===== src/rtl/uart_rx_fsm.sv =====
// UART receiver: 8 data bits MSB first, even parity, one stop bit.
// Two-flop synchronized input, mid-bit sampling timed from the start edge.
module uart_rx_fsm #(
    parameter int BAUD_BIT = 1667,
    parameter int HALF_BIT = 833
) (
    input  logic       clk,
    input  logic       rst,
    input  logic       rx_in,
    output logic [7:0] rx_data,
    output logic       rx_valid,
    output logic       parity_err,
    output logic       frame_err,
    output logic       busy
);

    typedef enum logic [2:0] {
        IDLE,
        START,
        DATA,
        PARITY,
        STOP,
        BREAK
    } state_t;

    localparam logic [12:0] BIT_LAST  = 13'(BAUD_BIT - 1);
    localparam logic [12:0] HALF_LAST = 13'(HALF_BIT - 1);

    state_t      state;
    state_t      state_next;
    logic        rx_meta;
    logic        rx_s;
    logic        rx_prev;
    logic        fall;
    logic [12:0] clk_cnt;
    logic [2:0]  bit_cnt;
    logic [7:0]  shift_reg;
    logic        par_bad;
    logic        sample;
    logic        tick_full;
    logic        tick_half;

    // Synchronizer flops come out of reset high so releasing reset is not a start edge.
    always_ff @(posedge clk or posedge rst) begin
        if (rst) begin
            rx_meta <= 1'b1;
            rx_s    <= 1'b1;
            rx_prev <= 1'b1;
        end else begin
            rx_meta <= rx_in;
            rx_s    <= rx_meta;
            rx_prev <= rx_s;
        end
    end

    assign fall      = rx_prev & ~rx_s;
    assign tick_full = (clk_cnt == BIT_LAST);
    assign tick_half = (clk_cnt == HALF_LAST);
    assign busy      = (state != IDLE);

    always_ff @(posedge clk or posedge rst) begin
        if (rst) begin
            state <= IDLE;
        end else begin
            state <= state_next;
        end
    end

    always_comb begin
        state_next = state;
        sample     = 1'b0;
        case (state)
            IDLE: begin
                if (fall) begin
                    state_next = START;
                end
            end
            START: begin
                if (tick_half) begin
                    sample     = 1'b1;
                    state_next = rx_s ? IDLE : DATA;
                end
            end
            DATA: begin
                if (tick_full) begin
                    sample = 1'b1;
                    if (bit_cnt == 3'd7) begin
                        state_next = PARITY;
                    end
                end
            end
            PARITY: begin
                if (tick_full) begin
                    sample     = 1'b1;
                    state_next = STOP;
                end
            end
            STOP: begin
                // Leaving at mid-stop lets a back-to-back start edge be caught.
                if (tick_full) begin
                    sample     = 1'b1;
                    state_next = rx_s ? IDLE : BREAK;
                end
            end
            BREAK: begin
                if (rx_s) begin
                    state_next = IDLE;
                end
            end
            default: begin
                state_next = IDLE;
            end
        endcase
    end

    always_ff @(posedge clk or posedge rst) begin
        if (rst) begin
            clk_cnt <= '0;
        end else if ((state_next != state) || sample || (state == IDLE) || (state == BREAK)) begin
            clk_cnt <= '0;
        end else begin
            clk_cnt <= clk_cnt + 13'd1;
        end
    end

    always_ff @(posedge clk or posedge rst) begin
        if (rst) begin
            bit_cnt    <= '0;
            shift_reg  <= '0;
            par_bad    <= 1'b0;
            rx_data    <= '0;
            rx_valid   <= 1'b0;
            parity_err <= 1'b0;
            frame_err  <= 1'b0;
        end else begin
            rx_valid <= 1'b0;
            case (state)
                START: begin
                    bit_cnt <= '0;
                end
                DATA: begin
                    if (sample) begin
                        shift_reg <= {shift_reg[6:0], rx_s};
                        bit_cnt   <= bit_cnt + 3'd1;
                    end
                end
                PARITY: begin
                    if (sample) begin
                        par_bad <= rx_s ^ (^shift_reg);
                    end
                end
                STOP: begin
                    if (sample) begin
                        rx_data    <= shift_reg;
                        rx_valid   <= 1'b1;
                        parity_err <= par_bad;
                        frame_err  <= ~rx_s;
                    end
                end
                default: begin
                end
            endcase
        end
    end

endmodule


===== config.mk =====
export PLATFORM = sky130hd
export DESIGN_NAME = uart_rx_fsm
export DESIGN_NICKNAME = d
export VERILOG_FILES = /design/src/rtl/uart_rx_fsm.sv
export SDC_FILE = /design/constraint.sdc
export NUM_CORES = 1
export LEC_CHECK = 0
export CELL_PAD_IN_SITES_DETAIL_PLACEMENT = 1
export CELL_PAD_IN_SITES_GLOBAL_PLACEMENT = 1
export CORE_MARGIN = 5
export CORE_UTILIZATION = 45
export CTS_CLUSTER_SIZE = 16
export DETAILED_ROUTE_END_ITERATION = 6
export PLACE_DENSITY_LB_ADDON = 0.3
export SLEW_MARGIN = 15
export SYNTH_ARGS = -nofsm -noshare
export SYNTH_HDL_FRONTEND = slang
export SYNTH_SLANG_ARGS = --single-unit

===== constraint.sdc =====
create_clock -name clk -period 2.4 [get_ports clk]
set_clock_uncertainty 0.05 [all_clocks]
set_input_delay 0.24 -clock clk [delete_from_list [all_inputs] [get_ports clk]]
set_output_delay 0.24 -clock clk [all_outputs]
set_load 0.01 [all_outputs]

==> After elaboration in Yosys (flattened, before gate mapping) <==
Cells that the tools add are included.
{ "op_classes": {"mul": 0, "n_div": 0, "n_eq_ne": 10, "reduce_logical": 12, "magnitude_cmp": 0, "shift": 0, "mux": 18, "n_bitwise": 3, "n_addsub": 2} }
{ "op_table": {"columns": ["operator", "n"], "rows": [
  ["2-to-1 mux 3 bit", 9],
  ["one-hot mux 3 bit (6 select lines)", 1],
  ["adder 13 x 1 -> 13 bit (second input constant)", 1],
  ["equality test 13 x 10 -> 1 bit (second input constant)", 1],
  ["equality test 13 x 11 -> 1 bit (second input constant)", 1],
  ["2-to-1 mux 13 bit", 1],
  ["equality test 3 bit (second input constant)", 3],
  ["AND reduction 2 bit", 4],
  ["parity 8 bit", 1],
  ["equality test 3 x 2 -> 1 bit (second input constant)", 2],
  ["one-hot mux 3 bit (2 select lines)", 1],
  ["2-to-1 mux 1 bit", 4],
  ["adder 3 x 1 -> 3 bit (second input constant)", 1],
  ["equality test 3 x 1 -> 1 bit (second input constant)", 1],
  ["logical NOT 3 bit", 1],
  ["logical OR 1 bit", 3],
  ["!= test 3 bit", 1],
  ["nonzero test 3 bit", 1],
  ["OR reduction 3 bit", 1],
  ["2-to-1 mux 2 bit", 1],
  ["!= test 2 bit (second input constant)", 1],
  ["one-hot mux 1 bit (2 select lines)", 1],
  ["nonzero test 2 bit", 1],
  ["bitwise AND 1 bit", 1],
  ["other kinds (2)", 2]
]} }
{ "totals": {"latch_bits": 0, "register_bits": 42, "elab_cells": 57, "input_bits": 3, "romBits": 0, "mem_bits_rw": 0, "n_memories": 0, "out_inout_bits": 12} }

==> Longest topological paths before layout <==
Gate-level depths: netlist of run 1.
{ "logic_depth": {"ltp_word": 9, "mapped_depth": 8, "ltp_nobuf": 7} }

==> Worst setup path before layout of run 1 <==
OpenSTA, ideal clock, no wires.
{ "synth_path": {"path_type": "flip-flop to flip-flop", "startpoint": "register clk_cnt[4]", "endpoint": "register parity_err", "n_path_buf": 1, "arrival_time_ns": 1.959, "setup_ns": 0.125, "stages_incl_launch_ff": 6, "period_less_slack_ns": 2.134, "setup_slack_ns": 0.266, "required_time_ns": 2.225, "cell_sequence": "dfrtp_1 or4_4 nor4_4 nand3_2 buf_6 mux2_4"} }
{ "synth_between": {"elab_chain_cells": 4, "elab_cells_between_ends": 6, "cone_classes": "eq/ne: 2; mux: 3; reduce/logical: 1"} }
{ "synth_rtl": {"columns": ["item", "line", "text"], "rows": [
  ["from (decl)", "35", "logic [12:0] clk_cnt;"],
  ["from (signal assigned)", "122", "clk_cnt <= clk_cnt + 13'd1;"],
  ["equality test 13 x 11 -> 1 bit / equality test 13 x 10 -> 1 bit (equally long branches)", "57, 58", null],
  ["2-to-1 mux 1 bit, on equally long branches", null, null],
  ["one-hot mux 1 bit (2 select lines) (*)", "72", "case (state)"],
  ["AND reduction 2 bit (no source line) (*)", null, null],
  ["to (signal assigned)", "156", "parity_err <= par_bad;"],
  ["to (decl)", "12", "output logic parity_err,"]
]} }
Mark *: on every way between the ends. The rest lies on a longest branch, timed or not.
A chain may end at the register's enable or synchronous reset.

==> Worst setup path after layout of run 1 <==
{ "layout_path": {"startpoint": "register clk_cnt[4]", "endpoint": "register clk_cnt[6]"} }
{ "layout_between": {"elab_chain_cells": 8, "elab_cells_between_ends": 16, "cone_classes": "add/sub: 1; eq/ne: 3; mux: 9; reduce/logical: 3"} }
{ "layout_rtl": {"columns": ["item", "line", "text"], "rows": [
  ["equality test 13 x 11 -> 1 bit / equality test 13 x 10 -> 1 bit (equally long branches)", "57, 58", null],
  ["2-to-1 mux 3 bit, on equally long branches", null, null],
  ["one-hot mux 3 bit (6 select lines)", "72", null],
  ["!= test 3 bit", "119", "end else if ((state_next != state) || sample || (state == IDLE) || (state == BREAK)) begin"],
  ["logical OR 1 bit (3 in a row)", "119", null],
  ["2-to-1 mux 13 bit (*)", "119", null]
]} }
Marked as above.

==> results of run 1 <==
[cell type report]
type                    instances  area [µm²]  area share
well taps                      52        65.1      0.0283
inverters                       6        22.5     0.00980
flip-flops and latches         42        1050       0.459
clock inverters                 2        13.8     0.00599
clock buffers                   6        72.6      0.0316
multi-input cells             118         892       0.388
repair buffers                 19         178      0.0773
[logic make-up (layout without fill, tap and decap cells)]
family                     count (synthesis)  in the layout
DFF                                       42             42
and+or+nand+nor                           60             60
muxes                                     20             20
adders and majority gates                  5              5
xor gates and xnor gates                  19             19
AOI/OAI and AO/OA                         14             14
buffers and inverters                     12             33
[through the flow]
stage,hold WS (ps),power [µW],cell area (µm²)
2_1_floorplan,194,1060,2000
3_3_place_gp,296,1110,2210
3_5_place_dp,297,1130,2210
4_1_cts,295,1590,2300
5_1_grt,306,1670,2300
6_report,307,1560,2300
[cell usage after synthesis]
cell	count
dfrtp_1	39
nor2_1	19
nand2_1	14
mux2_2	12
xnor2_1	11
xor2_1	8
mux2_4	7
inv_1	6
ha_1	5
a21oi_1	4
and3_1	4
nand3_1	4
clkbuf_1	3
dfstp_2	3
nand2b_1	3
nor3_1	3
a22o_1	2
buf_2	2
nand4b_1	2
o22ai_1	2
or3_1	2
a211o_1	1
a31oi_1	1
buf_6	1
mux2i_1	1
nand3_2	1
nand3b_1	1
nand4_1	1
nor2_4	1
nor2b_1	1
nor3b_1	1
nor4_4	1
o211ai_1	1
o21a_1	1
o21ai_0	1
o21bai_1	1
or2_2	1
or4_4	1
[metal layers]
layer	track usage	routed length [µm]	share of wire	vias to the layer above
li1	-	-	-	617
met2	0.270	2260	0.55	17
met4	0.0629	92	0.022	0
met3	0.0398	128	0.031	9
met5	0	0	0	-
met1	0.170	1620	0.40	671
[where the power goes]
part / switching [µW] / internal (µW) / leakage (µW)
sequential: 77.4 / 771 / 0.000558
clock: 238 / 205 / 0.0000452
combinational: 148 / 121 / 0.000495
total: 463 / 1100 / 0.00110
[worst paths after layout]
path                               to  cells past startpoint
hold reg to reg                  rx_s                      0
max in group asynchronous     rx_prev                      3
min in group asynchronous  clk_cnt[3]                      3
setup / recovery           clk_cnt[6]                      7
setup reg to reg           clk_cnt[6]                      7
hold / removal                rx_meta                      1
[critical path, cell delays in order (launching register included)]
cell and delay (ps):
dfrtp_1 430, or4_4 590, nor4_4 350, buf_4 190
a21oi_1 50, a31oi_1 160, buf_4 220, nor2_1 70
==> flow_metrics.tcl, run 1 <==
set metrics [dict create \
    yosysWarnings 0 \
    crit_type "reg2reg" \
    antenna_found_initial 0 \
    worstSetupStartpoint "clk_cnt[4]" \
    synthMuxAreaShare 0.125 \
    synthTopCellsByArea "dfrtp_1 (49%), mux2_2 (6.7%), mux2_4 (5.3%), xnor2_1 (4.8%), dfstp_2 (3.9%)" \
    drv_slew 0 \
    drv_cap 0 \
    final.period_utilization 0.931 \
    power.leakage_uw 0.00110 \
    ir_worst_vdd_v 0.000404 \
    min_path_type "in2reg" \
    setup_tns_ps 0 \
    grt_usage 0.152 \
    io_pins 15 \
    ys_ff_latch 42 \
    die_h_um 76.7 \
    yosys.area.top_type "dfrtp_1" \
    wl_um 4100 \
    drt_iter0_markers 31 \
    syn_to_final_growth_pct 14.8 \
    grt_pass1_vias 1481 \
    r2r_slack_ps 170 \
    ys_seq_area_frac 0.527 \
    timing.final.ws_setup_ps 166 \
    final_common_cell "dfrtp_1" \
    critPathLaunchType "flop" \
    syn-num-nets 180 \
    synth_compound_area_frac 0.0463 \
    worst_pin_slew_ps 537 \
    routed_via_density 5.36 \
    fin_util 0.532 \
    grt_start_max_net_pins 43 \
    wl_per_cell_um 16.7 \
    fmax_mhz 448 \
    cts.htree.levels 2 \
    syn_area_per_cell_um2 11.6 \
    nNetsFinal 200 \
    synth_top_cell_area_share 0.488 \
    clk_latency_ps 300 \
    relSlewSlack 0.642 \
    rsz0062_at_grt "no" \
    drc 0 \
    synth-xor-area-share 0.0831 \
    setup_viol 0 \
    cts_tree "built" \
    dpl_worst_slack_ps 193 \
    initial_core_util 0.463 \
    antenna_cells 0 \
    firstDrtPassIters 4 \
    layout_common_cells "dfrtp_1 (39), nor2_1 (19), nand2_1 (14), clkdlybuf4s50_1 (14), mux2_2 (12)" \
    path_max_fanout 13 \
    required_ps 2530 \
    synth-adder-area-share 0.0313 \
    power_density_nw_per_um2 679 \
    finalHoldViolCount 0 \
    cts_buffer_depth 2 \
    numCtsBuffers 5 \
    rows 24 \
    holdCritStartpoint "rx_in" \
    dp_cells 237 \
    worstReg2RegStart "clk_cnt[4]" \
    cts_root_buffer "clkbuf_8" \
    largest_reg_flops 13 \
    hpwlAfterDp_um 2980 \
    clock_sinks 42 \
    grt_pass1_wl_um 7200 \
    syn_inst 172 \
    core-area_um2 4320 \
    final_layout_size_suffix_gt1_frac 0.202 \
    final_cell_count_no_fill 245 \
    port_buffers 14 \
    nFillCells 475 \
    clk_pin_slew_ps 80 \
    netlist_area_um2 2000 \
    postCtsSetupRepairBufs 0 \
    dieArea_um2 5880 \
    routabilityCongestion 0.846 \
    grt_overflow 0 \
    synth-simple-area-share 0.160 \
    via_count 1314 \
    fp.dieW_um 76.7 \
    critPathArrivalTime_ps 2360 \
    synth_cell_types 38 \
    min_period_ps 2230 \
    detail-route-antenna-nets 0 \
    synth_top_family_by_area "simple AND/OR/NAND/NOR gates" \
    critPathCaptureType "flop" \
    status "complete, no violations" \
    hold_buffers 0 \
    cts_resized 0 \
]
Note: power is estimated with default switching activity, not from simulation.
==> inputs of run 2 (changes only) <==
Settings changed: SLEW_MARGIN 15 to not set.
==> results of run 2 <==
The final DEF is identical to that of run 1; final timing and power are the same.
==> inputs of run 3 (changes only) <==
Settings changed: PLACE_DENSITY set to 0.87, PLACE_DENSITY_LB_ADDON 0.3 to not set.
==> flow_metrics.tcl, run 3 (synthesized netlist as in run 1, its figures left out) <==
set metrics [dict create \
    antenna_cells 0 \
    clk_latency_ps 300 \
    syn_to_final_growth_pct 16.4 \
    power_density_nw_per_um2 716 \
    critPathArrivalTime_ps 2440 \
    crit_type "reg2reg" \
    grt_overflow 0 \
    postLayoutCellArea_um2 2330 \
    layout_common_cells "dfrtp_1 (39), nor2_1 (19), nand2_1 (14), clkdlybuf4s50_1 (14), mux2_2 (12)" \
    fp.dieW_um 76.7 \
    die_h_um 76.7 \
    reg2regPathDepth 7 \
    hpwlAfterDp_um 2870 \
    numCtsBuffers 5 \
    antenna_found_initial 0 \
    required_ps 2540 \
    final_layout_size_suffix_gt1_frac 0.206 \
    fin_util 0.539 \
    drv_slew 0 \
    relSlewSlack 0.650 \
    worstReg2RegStart "clk_cnt[4]" \
    via_count 1296 \
    final_cell_count_no_fill 246 \
    critPathCaptureType "flop" \
    nNetsFinal 201 \
    worstHoldEndpoint "rx_meta" \
    initial_core_util 0.463 \
    drt_iter0_markers 38 \
    final.period_utilization 0.959 \
    hold-worst-slack_ps 288 \
    postCtsSetupRepairBufs 0 \
    fmax_mhz 434 \
    core-area_um2 4320 \
    wl_um 3950 \
    cts_buffer_depth 2 \
    routed_via_density 5.27 \
    regArea_um2 1050 \
    critPathLaunchType "flop" \
    cts.htree.levels 2 \
    largest_reg_flops 13 \
    grt_pass1_wl_um 6780 \
    detail-route-antenna-nets 0 \
    dpl-instance-area_um2 2200 \
    io_pins 15 \
    clock_sinks 42 \
    min_period_ps 2300 \
    drc 0 \
    worst_pin_slew_ps 524 \
    dp_cells 236 \
    finalHoldViolCount 0 \
    firstDrtPassIters 4 \
    routabilityCongestion 0.798 \
    rows 24 \
    grt_usage 0.144 \
    grt_pass1_vias 1466 \
    cts_resized 0 \
    ir_worst_vdd_v 0.000388 \
    nFillCells 455 \
    rr_endpoint "clk_cnt[8]" \
    dieArea_um2 5880 \
    final_common_cell "dfrtp_1" \
    holdCritStartpoint "rx_in" \
    drv_cap 0 \
    grt_start_max_net_pins 43 \
    r2r_slack_ps 100 \
    status "complete, no violations" \
    clk_pin_slew_ps 80 \
    multi_input_area_um2 892 \
    cts_tree "built" \
    setup_viol 0 \
    port_buffers 14 \
    hold_buffers 0 \
    path_max_fanout 13 \
    whs_path_depth 1 \
    power.leakage_uw 0.00111 \
    min_path_type "in2reg" \
    cts_root_buffer "clkbuf_8" \
    wl_per_cell_um 16.1 \
]
run 3: cell types whose count changed in the layout (fill, tap and decap cells not counted):
cell        previous run  this run
clkinv_4               1         0
clkinvlp_4             0         1
clkinv_2               1         0
buf_4                  5         6
bufinv_16              0         1
run 3: area by class of cell:
| class | count | area share |
|---|---|---|
| Sequential cell | 42 | 0.453 |
| Multi-Input combinational cell | 118 | 0.383 |
| Timing Repair Buffer | 20 | 0.0795 |
| Clock buffer | 6 | 0.0311 |
| Tap cell | 52 | 0.0279 |
| Clock inverter | 2 | 0.0161 |
| Inverter | 6 | 0.00967 |
run 3: how the worst max path moves through the flow:
stage | slack (ps) | to | from | cells past startpoint
after floorplan | 270 | parity_err | clk_cnt[4] | 5
after global placement | 200 | bit_cnt[0] | clk_cnt[4] | 5
after detailed placement | 140 | bit_cnt[0] | clk_cnt[4] | 5
after CTS | 110 | bit_cnt[0] | clk_cnt[4] | 5
after global routing | -10 | clk_cnt[10] | clk_cnt[4] | 7
final | 100 | clk_cnt[8] | clk_cnt[4] | 7
run 3: per-layer routing:
layer	track usage	part of all wire	up-vias
li1	-	-	623
met4	0.0612	0.023	0
met3	0.0422	0.030	9
met5	0	0	-
met2	0.259	0.55	19
met1	0.155	0.40	645
run 3: critical path, cell delays in order (launching register included):
cell	delay, ps
dfrtp_1	430
or4_4	590
nor4_4	420
buf_4	180
a21oi_1	40
a31oi_1	190
buf_4	220
nor2_1	70
run 3: per-stage QoR:
step	power, µW	worst slack, ps	TNS, ps
after floorplan	1060	266	0
after global placement	1100	201	0
after detailed placement	1140	138	0
after CTS	1700	109	0
after global routing	1760	-12.9	-58.8
final	1670	97.7	0
run 3: power by group:
group	internal (µW)	leakage [µW]	switching, µW
clock	310	0.0000514	243
sequential	771	0.000558	78.9
combinational	122	0.000500	144
